--- src/rtl/clkdiv_multi_pkg.sv ---
// Shared constants for the multi-channel clock divider: default channel count,
// counter width and post-reset divisor/duty.
package clkdiv_multi_pkg;

  localparam int unsigned CLKDIV_NCH      = 2;
  localparam int unsigned CLKDIV_WIDTH    = 28;
  localparam int unsigned CLKDIV_DEF_DIV  = 2;
  localparam int unsigned CLKDIV_DEF_DUTY = 1;

  function automatic int unsigned ch_idx_w(input int unsigned nch);
    return (nch > 1) ? $clog2(nch) : 1;
  endfunction

endpackage

--- src/rtl/clkdiv_chan.sv ---
// One divider channel: free-running counter, registered output and tick, and a
// shadowed (div, duty) pair that is only committed at a period boundary.
module clkdiv_chan
  import clkdiv_multi_pkg::*;
#(
  parameter int unsigned WIDTH    = CLKDIV_WIDTH,
  parameter int unsigned DEF_DIV  = CLKDIV_DEF_DIV,
  parameter int unsigned DEF_DUTY = CLKDIV_DEF_DUTY
) (
  input  logic             clk,
  input  logic             rst_n,
  input  logic             en_i,
  input  logic             wr_i,
  input  logic [WIDTH-1:0] div_i,
  input  logic [WIDTH-1:0] duty_i,
  output logic             pend_o,
  output logic             clk_o,
  output logic             tick_o
);

  logic [1:0]       rsync_q;
  logic [WIDTH-1:0] cnt_q, cnt_d;
  logic [WIDTH-1:0] div_q, duty_q, sdiv_q, sduty_q;
  logic [WIDTH-1:0] div_eff_s;
  logic             pend_q, pend_d;
  logic             out_q, tick_q;
  logic             run_s, wrap_s, apply_s, load_s;

  // The counter only runs once reset release has passed the synchroniser.
  assign run_s     = en_i & rsync_q[1];
  assign div_eff_s = (div_q == {WIDTH{1'b0}}) ? {{(WIDTH-1){1'b0}}, 1'b1} : div_q;
  assign wrap_s    = (cnt_q >= (div_eff_s - {{(WIDTH-1){1'b0}}, 1'b1}));
  // A stopped channel commits straight away; a running one waits for its wrap.
  assign apply_s   = pend_q & (~run_s | wrap_s);
  assign load_s    = wr_i & ~pend_q;

  // Counter and pending-flag next state.
  always_comb begin
    cnt_d  = {WIDTH{1'b0}};
    pend_d = pend_q;
    if (run_s && !wrap_s) begin
      cnt_d = cnt_q + {{(WIDTH-1){1'b0}}, 1'b1};
    end else begin
      cnt_d = {WIDTH{1'b0}};
    end
    if (apply_s) begin
      pend_d = 1'b0;
    end else if (load_s) begin
      pend_d = 1'b1;
    end else begin
      pend_d = pend_q;
    end
  end

  // Reset-release synchroniser.
  always_ff @(posedge clk or negedge rst_n) begin
    if (!rst_n) begin
      rsync_q <= 2'b00;
    end else begin
      rsync_q <= {rsync_q[0], 1'b1};
    end
  end

  // Channel state and registered outputs.
  always_ff @(posedge clk or negedge rst_n) begin
    if (!rst_n) begin
      cnt_q   <= {WIDTH{1'b0}};
      div_q   <= WIDTH'(DEF_DIV);
      duty_q  <= WIDTH'(DEF_DUTY);
      sdiv_q  <= WIDTH'(DEF_DIV);
      sduty_q <= WIDTH'(DEF_DUTY);
      pend_q  <= 1'b0;
      out_q   <= 1'b0;
      tick_q  <= 1'b0;
    end else begin
      cnt_q  <= cnt_d;
      pend_q <= pend_d;
      out_q  <= run_s & (cnt_q < duty_q);
      tick_q <= run_s & (cnt_q == {WIDTH{1'b0}});
      if (apply_s) begin
        div_q  <= sdiv_q;
        duty_q <= sduty_q;
      end
      if (load_s) begin
        sdiv_q  <= div_i;
        sduty_q <= duty_i;
      end
    end
  end

  assign pend_o = pend_q;
  assign clk_o  = out_q;
  assign tick_o = tick_q;

endmodule

--- src/rtl/clkdiv_multi.sv ---
// Multi-channel clock divider: routes configuration writes to per-channel
// dividers and reports whether the addressed channel can take a write.
module clkdiv_multi
  import clkdiv_multi_pkg::*;
#(
  parameter int unsigned NCH      = CLKDIV_NCH,
  parameter int unsigned WIDTH    = CLKDIV_WIDTH,
  parameter int unsigned DEF_DIV  = CLKDIV_DEF_DIV,
  parameter int unsigned DEF_DUTY = CLKDIV_DEF_DUTY,
  localparam int unsigned CHW     = ch_idx_w(NCH)
) (
  input  logic             clk,
  input  logic             rst_n,
  input  logic [NCH-1:0]   ch_en,
  input  logic             cfg_valid,
  output logic             cfg_ready,
  input  logic [CHW-1:0]   cfg_ch,
  input  logic [WIDTH-1:0] cfg_div,
  input  logic [WIDTH-1:0] cfg_duty,
  output logic [NCH-1:0]   clk_out,
  output logic [NCH-1:0]   tick
);

  logic [NCH-1:0] pend_s;
  logic [NCH-1:0] wr_s;

  // Write decode; an address with no matching channel stays ready and is dropped.
  always_comb begin
    cfg_ready = 1'b1;
    wr_s      = {NCH{1'b0}};
    for (int i = 0; i < NCH; i++) begin
      if (cfg_ch == CHW'(i)) begin
        cfg_ready = ~pend_s[i];
        wr_s[i]   = cfg_valid & ~pend_s[i];
      end else begin
        wr_s[i] = 1'b0;
      end
    end
  end

  for (genvar g = 0; g < NCH; g++) begin : g_chan
    clkdiv_chan #(
      .WIDTH    (WIDTH),
      .DEF_DIV  (DEF_DIV),
      .DEF_DUTY (DEF_DUTY)
    ) u_chan (
      .clk    (clk),
      .rst_n  (rst_n),
      .en_i   (ch_en[g]),
      .wr_i   (wr_s[g]),
      .div_i  (cfg_div),
      .duty_i (cfg_duty),
      .pend_o (pend_s[g]),
      .clk_o  (clk_out[g]),
      .tick_o (tick[g])
    );
  end

endmodule

--- config.mk ---
export PLATFORM = sky130hd
export DESIGN_NAME = clkdiv_multi
export DESIGN_NICKNAME = d
export VERILOG_FILES = /design/src/rtl/clkdiv_multi_pkg.sv /design/src/rtl/clkdiv_chan.sv /design/src/rtl/clkdiv_multi.sv
export SDC_FILE = /design/constraint.sdc
export NUM_CORES = 1
export LEC_CHECK = 0
export ABC_CLOCK_PERIOD_IN_PS = 6200
export BUFFER_PORTS_ARGS = -buffer_cell sky130_fd_sc_hd__buf_2
export CAP_MARGIN = 30
export CORE_MARGIN = 8
export CORE_UTILIZATION = 60
export DETAILED_ROUTE_END_ITERATION = 8
export GPL_ROUTABILITY_DRIVEN = 0
export PLACE_DENSITY = 0.76
export SLEW_MARGIN = 20
export SYNTH_ARGS = -nofsm -noshare
export SYNTH_HDL_FRONTEND = slang
export SYNTH_SLANG_ARGS = --single-unit
--- constraint.sdc ---
create_clock -name clk -period 6.2 [get_ports clk]
set_clock_uncertainty 0.1 [all_clocks]
set_input_delay 1.24 -clock clk [delete_from_list [all_inputs] [get_ports clk]]
set_output_delay 1.24 -clock clk [all_outputs]
set_load 0.05 [all_outputs]
* Word level (Yosys, flattened, before mapping)
Cells that the tools add are included.
Word-level totals: bits in registers 290, latch bits 0, RAM bits 0, bits in read-only memories 0, input bits 62, output and inout bits 5, word-level logic and storage cells 65, memories 0
Cells by class: add/subtract/negate cells 4, multipliers 0, divide/modulo/power cells 0, $lt $le $gt $ge 4, eq/ne operators 0, shift operators 0, multiplexer cells 11, bitwise operators 18, reduce and logical (&&, ||, !) cells 10
Operators with widths (number):
- $logic_not A28 Y1 | 4
- $mux W28 | 4
- $add A28 B1 Y28 const B | 2
- $ge A28 B28 Y1 | 2
- $lt A28 B28 Y1 | 2
- $sub A28 B1 Y28 const B | 2
- $and A1 B1 Y1 | 12
- $mux W1 | 7
- $not A1 Y1 | 4
- $reduce_bool A2 Y1 | 2
- $logic_and A1 B1 Y1 | 2
- $logic_not A1 Y1 | 2
- $or A1 B1 Y1 | 2

* Logic depth before layout (Yosys ltp)
Gate-level depths: netlist of the first run.
depth after elaboration 7, depth in mapped cells 19, depth with buffers taken out 17

* Cells and area by module
A second synthesis of the first run with hierarchy kept.
Second synthesis, totals: cell total of the unflattened synthesis 1275, area total of the unflattened synthesis 15142.0 sq um
Modules (own cells, without submodules):
- clkdiv_chan (g_chan[1].u_chan) | instances 1, cells an instance 643, area an instance 7682.4 sq um, seq. area each 3633.5 sq um
- clkdiv_chan (g_chan[0].u_chan) | instances 1, cells an instance 629, area an instance 7433.4 sq um, seq. area each 3633.5 sq um
- clkdiv_multi | instances 1, cells an instance 3, area an instance 26.3 sq um, seq. area each 0.0 sq um

* Least setup slack after synthesis of the first run
OpenSTA, ideal clock, no wires.
path kind flip-flop to flip-flop, start point register g_chan[0].u_chan.div_q[19], end point register g_chan[0].u_chan.div_q[0], library setup time 0.125 ns, arrival time 4.584 ns, data required time 5.975 ns, setup slack 1.391 ns, cell stages (with the launch flop) 20, buffers on the path 2, clock period less this slack 4.809 ns, cell sequence dfrtp_1 > or4_4 > or3_4 > nor4b_4 > a21oi_1 > ha_1 > nand2_1 > nor3_1 > nand3_1 > nor3b_1 > xnor2_1 > ha_1 > nand4_1 > nor4_1 > a2111oi_0 > o31ai_1 > o21ai_0 > buf_2 > buf_2 > mux2_2
On the way: longest elaborated chain between the ends 6
RTL lines:
- from (decl) | line clkdiv_chan.sv:23 | logic [WIDTH-1:0] div_q, duty_q, sdiv_q, sduty_q;
- from (signal assigned) | line clkdiv_chan.sv:68 | div_q <= WIDTH'(DEF_DIV);
- from (signal assigned) | line clkdiv_chan.sv:81 | div_q <= sdiv_q;
- $logic_not A28 Y1 | line clkdiv_chan.sv:31 | assign div_eff_s = (div_q == {WIDTH{1'b0}}) ? {{(WIDTH-1){1'b0}}, 1'b1} : div_q;
- $mux W28 * | line clkdiv_chan.sv:31
- $sub A28 B1 Y28 * | line clkdiv_chan.sv:32 | assign wrap_s = (cnt_q >= (div_eff_s - {{(WIDTH-1){1'b0}}, 1'b1}));
- $ge A28 B28 Y1 * | line clkdiv_chan.sv:32
- $or A1 B1 Y1 * | line clkdiv_chan.sv:34 | assign apply_s = pend_q & (~run_s | wrap_s);
- $and A1 B1 Y1 * | line clkdiv_chan.sv:34
Mark *: on every way between the ends. The rest lies on a longest branch, timed or not. A chain may end at the register's enable or synchronous reset.

* Worst setup path after layout of the first run
start point register g_chan[0].u_chan.div_q[11], end point register g_chan[0].u_chan.duty_q[7]
On the way: longest elaborated chain between the ends 6
RTL lines:
- $logic_not A28 Y1 | line clkdiv_chan.sv:31
- $mux W28 * | line clkdiv_chan.sv:31
- $sub A28 B1 Y28 * | line clkdiv_chan.sv:32
- $ge A28 B28 Y1 * | line clkdiv_chan.sv:32
- $or A1 B1 Y1 * | line clkdiv_chan.sv:34
- $and A1 B1 Y1 * | line clkdiv_chan.sv:34
- to (signal assigned) | line clkdiv_chan.sv:69 | duty_q <= WIDTH'(DEF_DUTY);
- to (signal assigned) | line clkdiv_chan.sv:82 | duty_q <= sduty_q;
- to (decl) | line clkdiv_chan.sv:23
Marked as above.

==> flow_metrics.env, run 1 <==
export IMPL_yosys_register_bits=288
export IMPL_drive_above_1_share_pct=26.7
export IMPL_numCtsBuffers=31
export IMPL_end_kind="flop"
export IMPL_cts_tree="built"
export IMPL_synth_warnings=0
export IMPL_hold_buffers=0
export IMPL_worstPathArrival_ns=5.91
export IMPL_multi_input_area_um2=7260
export IMPL_cts_buffer_depth=3
export IMPL_final_antenna_net_count=0
export IMPL_outcome="finished, final reports clean"
export IMPL_drc_errors=0
export IMPL_antenna_found_initial=0
export IMPL_required_ns=6.53
export IMPL_die_area_um2=30100
export IMPL_hold_violations=0
export IMPL_synth_edff_count=0
export IMPL_regArea_um2=7220
export IMPL_post_cts_setup_buffers=0
export IMPL_first_pass_iters=5
export IMPL_path_class="reg2reg"
export IMPL_core_area_um2=24300
export IMPL_rows=57
export IMPL_p_leak_nw=7.44
export IMPL_yosysSeqAreaShare_pct=48.6
export IMPL_async_flop_share_pct=100
export IMPL_slowest_delay_ns=0.57
export IMPL_num_vias=10166
export IMPL_layout_commonest_cell="dfrtp_1"
export IMPL_fillers=1765
export IMPL_hold_depth=0
export IMPL_initial_utilization_pct=61.1
export IMPL_synth_fp_nets=1460
export IMPL_ff2ff_path_depth=18
export IMPL_vias_per_cell=5.99
export IMPL_grt_pass1_wl_um=56100
export IMPL_syn2layout_area_growth_pct=11.7
export IMPL_worst_pin_slew_ns=0.985
export IMPL_grt_max_degree=125
export IMPL_crit_path_start_kind="flop"
export IMPL_clockRootBuffer="clkbuf_16"
export IMPL_ys_flop_type="dfrtp_1"
export IMPL_rsz0062_at_grt="false"
export IMPL_mostFrequentLayoutCells="280 x dfrtp_1, 224 x mux2_2, 119 x nor2_1"
export IMPL_fin_crit_ns=5.58
export IMPL_crit_chain="or4_1, nor4_1, nor4b_4, a21oi_1, ha_1, nand2_1, nor3_1, nand3_1, nor3b_1, xnor2_1, ha_1, nand4_1, nor4_1, a2111oi_0, o31ai_1, o21ai_4, buf_12, mux2_2"
export IMPL_peakVddDrop_mv=0.305
export IMPL_dp_hpwl_um=25000
export IMPL_fmax_mhz=179
export IMPL_cp_slowest_cell="or4_1"
export IMPL_finalSetupViolCount=0
export IMPL_wirelength_um=34600
export IMPL_p_total_w=0.00583
export IMPL_maxCapViolations=0
export IMPL_gr_usage_all_layers_pct=23.1
export IMPL_port_buffers=66
export IMPL_synthesis_area_um2=14900
export IMPL_synth_cell_types=54
export IMPL_die_w_um=173
export IMPL_power_density_nw_per_um2=351
export IMPL_route_detailed_wl_per_inst_um=20.4
export IMPL_maxSlewHeadroom_pct=34.4
export IMPL_period_share_pct=89.9
export IMPL_die_y_um=173
export IMPL_nets=1528
export IMPL_grt_overflow=0
export IMPL_drtIter0Drc=836
export IMPL_netlist_instances=1282
export IMPL_clk_pin_slew_ns=0.06
export IMPL_io_pins=67
export IMPL_crit_fanout=56
export IMPL_grt_pass1_vias=10377
export IMPL_fin_setup_tns_ns=0
export IMPL_hold_class="reg2reg"
export IMPL_clk_latency_ns=0.55
export IMPL_antenna_cells=0
export IMPL_cts_sinks=288
export IMPL_ctsResizeCount=0
export IMPL_cts_max_level=1
export IMPL_finalMaxSlewViolations=0
export IMPL_avgSynthCellArea_um2=11.6
## per-layer routing
metal  vias to the layer above  part of all wire (%)  GRT usage (%)
met5                         -                     0              0
met4                         0                   3.4           8.16
met2                       310                    45           36.6
met3                        81                   6.2           4.09
met1                      5066                    45           31.6
li1                       4709                     -              -
## kinds of logic (layout without fill, tap and decap cells)
logic type                 count (synthesis)  count (layout)  synth area share (%)
and+or+nand+nor                          345             345                  11.6
DFF                                      288             288                  48.6
AOI/OAI and AO/OA                        109             109                  4.50
muxes                                    225             225                  17.0
adders and majority gates                116             116                  9.77
other                                      1               1                0.0252
xor gates and xnor gates                  96              96                  5.66
buffers and inverters                    102             193                  2.79
## worst paths after layout
check / start / endpoint / slack (ns)
setup / recovery: g_chan[0].u_chan.div_q[11] / g_chan[0].u_chan.duty_q[7] / 0.62
max in group asynchronous: rst_n / g_chan[0].u_chan.duty_q[16] / 4.10
hold reg to reg: g_chan[1].u_chan.rsync_q[0] / g_chan[0].u_chan.rsync_q[1] / 0.25
hold / removal: g_chan[1].u_chan.rsync_q[0] / g_chan[0].u_chan.rsync_q[1] / 0.25
setup reg to reg: g_chan[0].u_chan.div_q[11] / g_chan[0].u_chan.duty_q[7] / 0.62
min in group asynchronous: rst_n / g_chan[1].u_chan.pend_o / 0.64
## power breakdown
| part | internal (W) | switching, W | leakage [nW] |
|---|---|---|---|
| Combinational | 0.000640 | 0.000597 | 3.41 |
| Sequential | 0.00232 | 0.000373 | 3.52 |
| Clock | 0.00117 | 0.000732 | 0.512 |
## per-stage QoR
step | hold slack, ns | worst slack (ns) | instance area (um2) | util [%] | std cells
2_1_floorplan | 0.231 | 1.39 | 14900 | - | 1282
3_3_place_gp | 0.233 | 0.764 | 15500 | 63.9 | 1640
3_5_place_dp | 0.235 | 0.741 | 15500 | 63.9 | 1640
4_1_cts | 0.248 | 0.726 | 16600 | 68.2 | 1696
5_1_grt | 0.269 | 0.249 | 16600 | 68.2 | 1697
6_report | 0.248 | 0.625 | 16600 | 68.2 | 1697
## worst max-delay path, delay by kind of cell, from the launching register on
kind	cells	cell delay, ns
muxes	1	0.38
and+or+nand+nor	9	2.42
AOI/OAI and AO/OA	4	0.98
xor gates and xnor gates	1	0.22
buffers and inverters	1	0.29
DFF	1	0.41
adders and majority gates	2	0.56
## registers in the layout, indices dropped and copies added, names as in the netlist
name,count
g_chan.u_chan.div_q,56
g_chan.u_chan.pend_o,2
g_chan.u_chan.tick_o,2
g_chan.u_chan.sdiv_q,56
g_chan.u_chan.clk_o,2
g_chan.u_chan.cnt_q,56
g_chan.u_chan.duty_q,56
g_chan.u_chan.rsync_q,2
g_chan.u_chan.sduty_q,56
## cell type report
type / count / area share, %
clock buffers: 44 / 5.21
clock inverters: 12 / 1.15
inverters: 64 / 1.45
multi-input cells: 892 / 43.8
flip-flops and latches: 288 / 43.5
well taps: 324 / 2.44
repair buffers: 73 / 2.50
## synthesized netlist by cell type (23+ instances only)
library cell / n / share of area [%]
dfrtp_1: 280 / 47
mux2_2: 224 / 17
nor2_1: 119 / 3.0
ha_1: 116 / 9.8
inv_1: 64 / 1.6
nand2_1: 51 / 1.3
xnor2_1: 49 / 2.9
xor2_1: 47 / 2.8
nand3_1: 42 / 1.4
a21oi_1: 39 / 1.3
o21ai_0: 26 / 0.88
nand4_1: 25 / 1.1
nor4_1: 24 / 1.0
nor3_1: 23 / 0.77
No activity file was read; power rests on OpenSTA's default activity.
==> run 2, diff against run 1 <==
CELL_PAD_IN_SITES_DETAIL_PLACEMENT = 0   (was unset)
CELL_PAD_IN_SITES_GLOBAL_PLACEMENT = 2   (was unset)
CORE_UTILIZATION = 43   (was 60)
PLACE_DENSITY = 0.79   (was 0.76)
==> flow_metrics.env, run 2 (synthesis gave the netlist of run 1 again) <==
export IMPL_regArea_um2=7220
export IMPL_initial_utilization_pct=43.3
export IMPL_drc_errors=0
export IMPL_grt_max_degree=122
export IMPL_die_w_um=202
export IMPL_period_share_pct=89.6
export IMPL_final_antenna_net_count=0
export IMPL_clk_latency_ns=0.56
export IMPL_grt_pass1_vias=10139
export IMPL_dp_hpwl_um=26400
export IMPL_clockRootBuffer="clkbuf_16"
export IMPL_antenna_cells=0
export IMPL_core_area_um2=34300
export IMPL_crit_fanout=56
export IMPL_finalMaxSlewViolations=0
export IMPL_finalSetupViolCount=0
export IMPL_rsz0062_at_grt="false"
export IMPL_crit_path_start_kind="flop"
export IMPL_cts_buffer_depth=3
export IMPL_slowest_delay_ns=0.59
export IMPL_crit_chain="or4_1, nor4_1, nor4b_4, a21oi_1, ha_1, nand2_1, nor3_1, nand3_1, nor3b_1, xnor2_1, ha_1, nand4_1, nor4_1, a2111oi_0, o31ai_1, o21ai_4, buf_12, mux2_2"
export IMPL_fmax_mhz=180
export IMPL_cts_max_level=1
export IMPL_die_area_um2=40800
export IMPL_ctsResizeCount=0
export IMPL_worstPathArrival_ns=5.89
export IMPL_postPlaceCellArea_um2=15700
export IMPL_first_pass_iters=5
export IMPL_p_leak_nw=7.45
export IMPL_cts_sinks=288
export IMPL_port_buffers=66
export IMPL_rows=68
export IMPL_cts_tree="built"
export IMPL_hold_class="reg2reg"
export IMPL_io_pins=67
export IMPL_maxSlewHeadroom_pct=38.2
export IMPL_hold_violations=0
export IMPL_hold_buffers=0
export IMPL_die_y_um=202
export IMPL_grt_overflow=0
export IMPL_nets=1528
export IMPL_multi_input_area_um2=7260
export IMPL_maxCapViolations=0
export IMPL_end_kind="flop"
export IMPL_use_met2_pct=28.4
export IMPL_drtIter0Drc=609
export IMPL_fin_setup_tns_ns=0
export IMPL_mostFrequentLayoutCells="280 x dfrtp_1, 224 x mux2_2, 119 x nor2_1"
export IMPL_drive_above_1_share_pct=26.9
export IMPL_power_density_nw_per_um2=348
export IMPL_fin_crit_ns=5.55
export IMPL_vias_per_cell=5.37
export IMPL_grt_use_met3_pct=3.47
export IMPL_fillers=3167
export IMPL_busiest_layer="met2"
export IMPL_route_detailed_wl_per_inst_um=19.5
export IMPL_clk_pin_slew_ns=0.06
export IMPL_gr_usage_all_layers_pct=17.6
export IMPL_numCtsBuffers=31
export IMPL_outcome="finished, final reports clean"
export IMPL_layout_commonest_cell="dfrtp_1"
export IMPL_syn2layout_area_growth_pct=12.9
export IMPL_required_ns=6.53
export IMPL_path_class="reg2reg"
export IMPL_design_area_um2=16800
export IMPL_worst_pin_slew_ns=0.927
export IMPL_wirelength_um=35600
export IMPL_grtUsageMet1_pct=24.5
export IMPL_peakVddDrop_mv=0.213
export IMPL_num_vias=9801
export IMPL_cp_slowest_cell="or4_1"
export IMPL_grt_pass1_wl_um=57700
export IMPL_post_cts_setup_buffers=0
export IMPL_antenna_found_initial=0
run 2: critical path: cells and delay by family, from the launching register on:
kind | cells | cell delay [ns]
adders and majority gates | 2 | 0.54
DFF | 1 | 0.42
xor gates and xnor gates | 1 | 0.22
AOI/OAI and AO/OA | 4 | 1.01
buffers and inverters | 1 | 0.30
and+or+nand+nor | 9 | 2.40
muxes | 1 | 0.38
run 2: path summary, 6_finish.rpt:
path / start / endpoint / slack (ns) / depth (start not counted)
max: g_chan[0].u_chan.div_q[11] / g_chan[0].u_chan.duty_q[24] / 0.65 / 18
min: g_chan[1].u_chan.rsync_q[0] / g_chan[0].u_chan.rsync_q[1] / 0.25 / 0
max reg2reg: g_chan[0].u_chan.div_q[11] / g_chan[0].u_chan.duty_q[24] / 0.65 / 18
min reg2reg: g_chan[1].u_chan.rsync_q[0] / g_chan[0].u_chan.rsync_q[1] / 0.25 / 0
max in group asynchronous: rst_n / g_chan[0].u_chan.duty_q[27] / 4.17 / 2
min in group asynchronous: rst_n / g_chan[1].u_chan.sduty_q[4] / 0.63 / 1
run 2: stage by stage:
| stage | setup WS [ns] | total power (W) | util [%] | instances | hold slack, ns |
|---|---|---|---|---|---|
| global placement | 0.770 | 0.00389 | 45.8 | 1771 | 0.233 |
| CTS | 0.628 | 0.00593 | 48.9 | 1824 | 0.249 |
| detailed placement | 0.664 | 0.00394 | 45.8 | 1771 | 0.237 |
| floorplan | 1.39 | 0.00352 | - | 1282 | 0.231 |
| finish | 0.645 | 0.00584 | 48.9 | 1825 | 0.246 |
| global route | 0.177 | 0.00620 | 48.9 | 1825 | 0.257 |
run 2: area by class of cell:
cell class / count / area share (%)
Clock buffer: 41 / 5.14
Tap cell: 455 / 3.39
Clock inverter: 12 / 1.29
Inverter: 64 / 1.43
Sequential cell: 288 / 43.0
Multi-Input combinational cell: 892 / 43.3
Timing Repair Buffer: 73 / 2.48
run 2: per-layer routing:
layer	share of wire, %	vias up	routed length (um)
li1	-	4696	-
met1	48	4881	17000
met2	45	184	16200
met3	4.9	40	1760
met4	1.8	0	651
met5	0	-	0
run 2: where the power goes:
part	switching, W	total (W)	internal (W)
clock	0.000740	0.00196	0.00122
combinational	0.000576	0.00121	0.000635
sequential	0.000355	0.00267	0.00232
total	0.00167	0.00584	0.00417
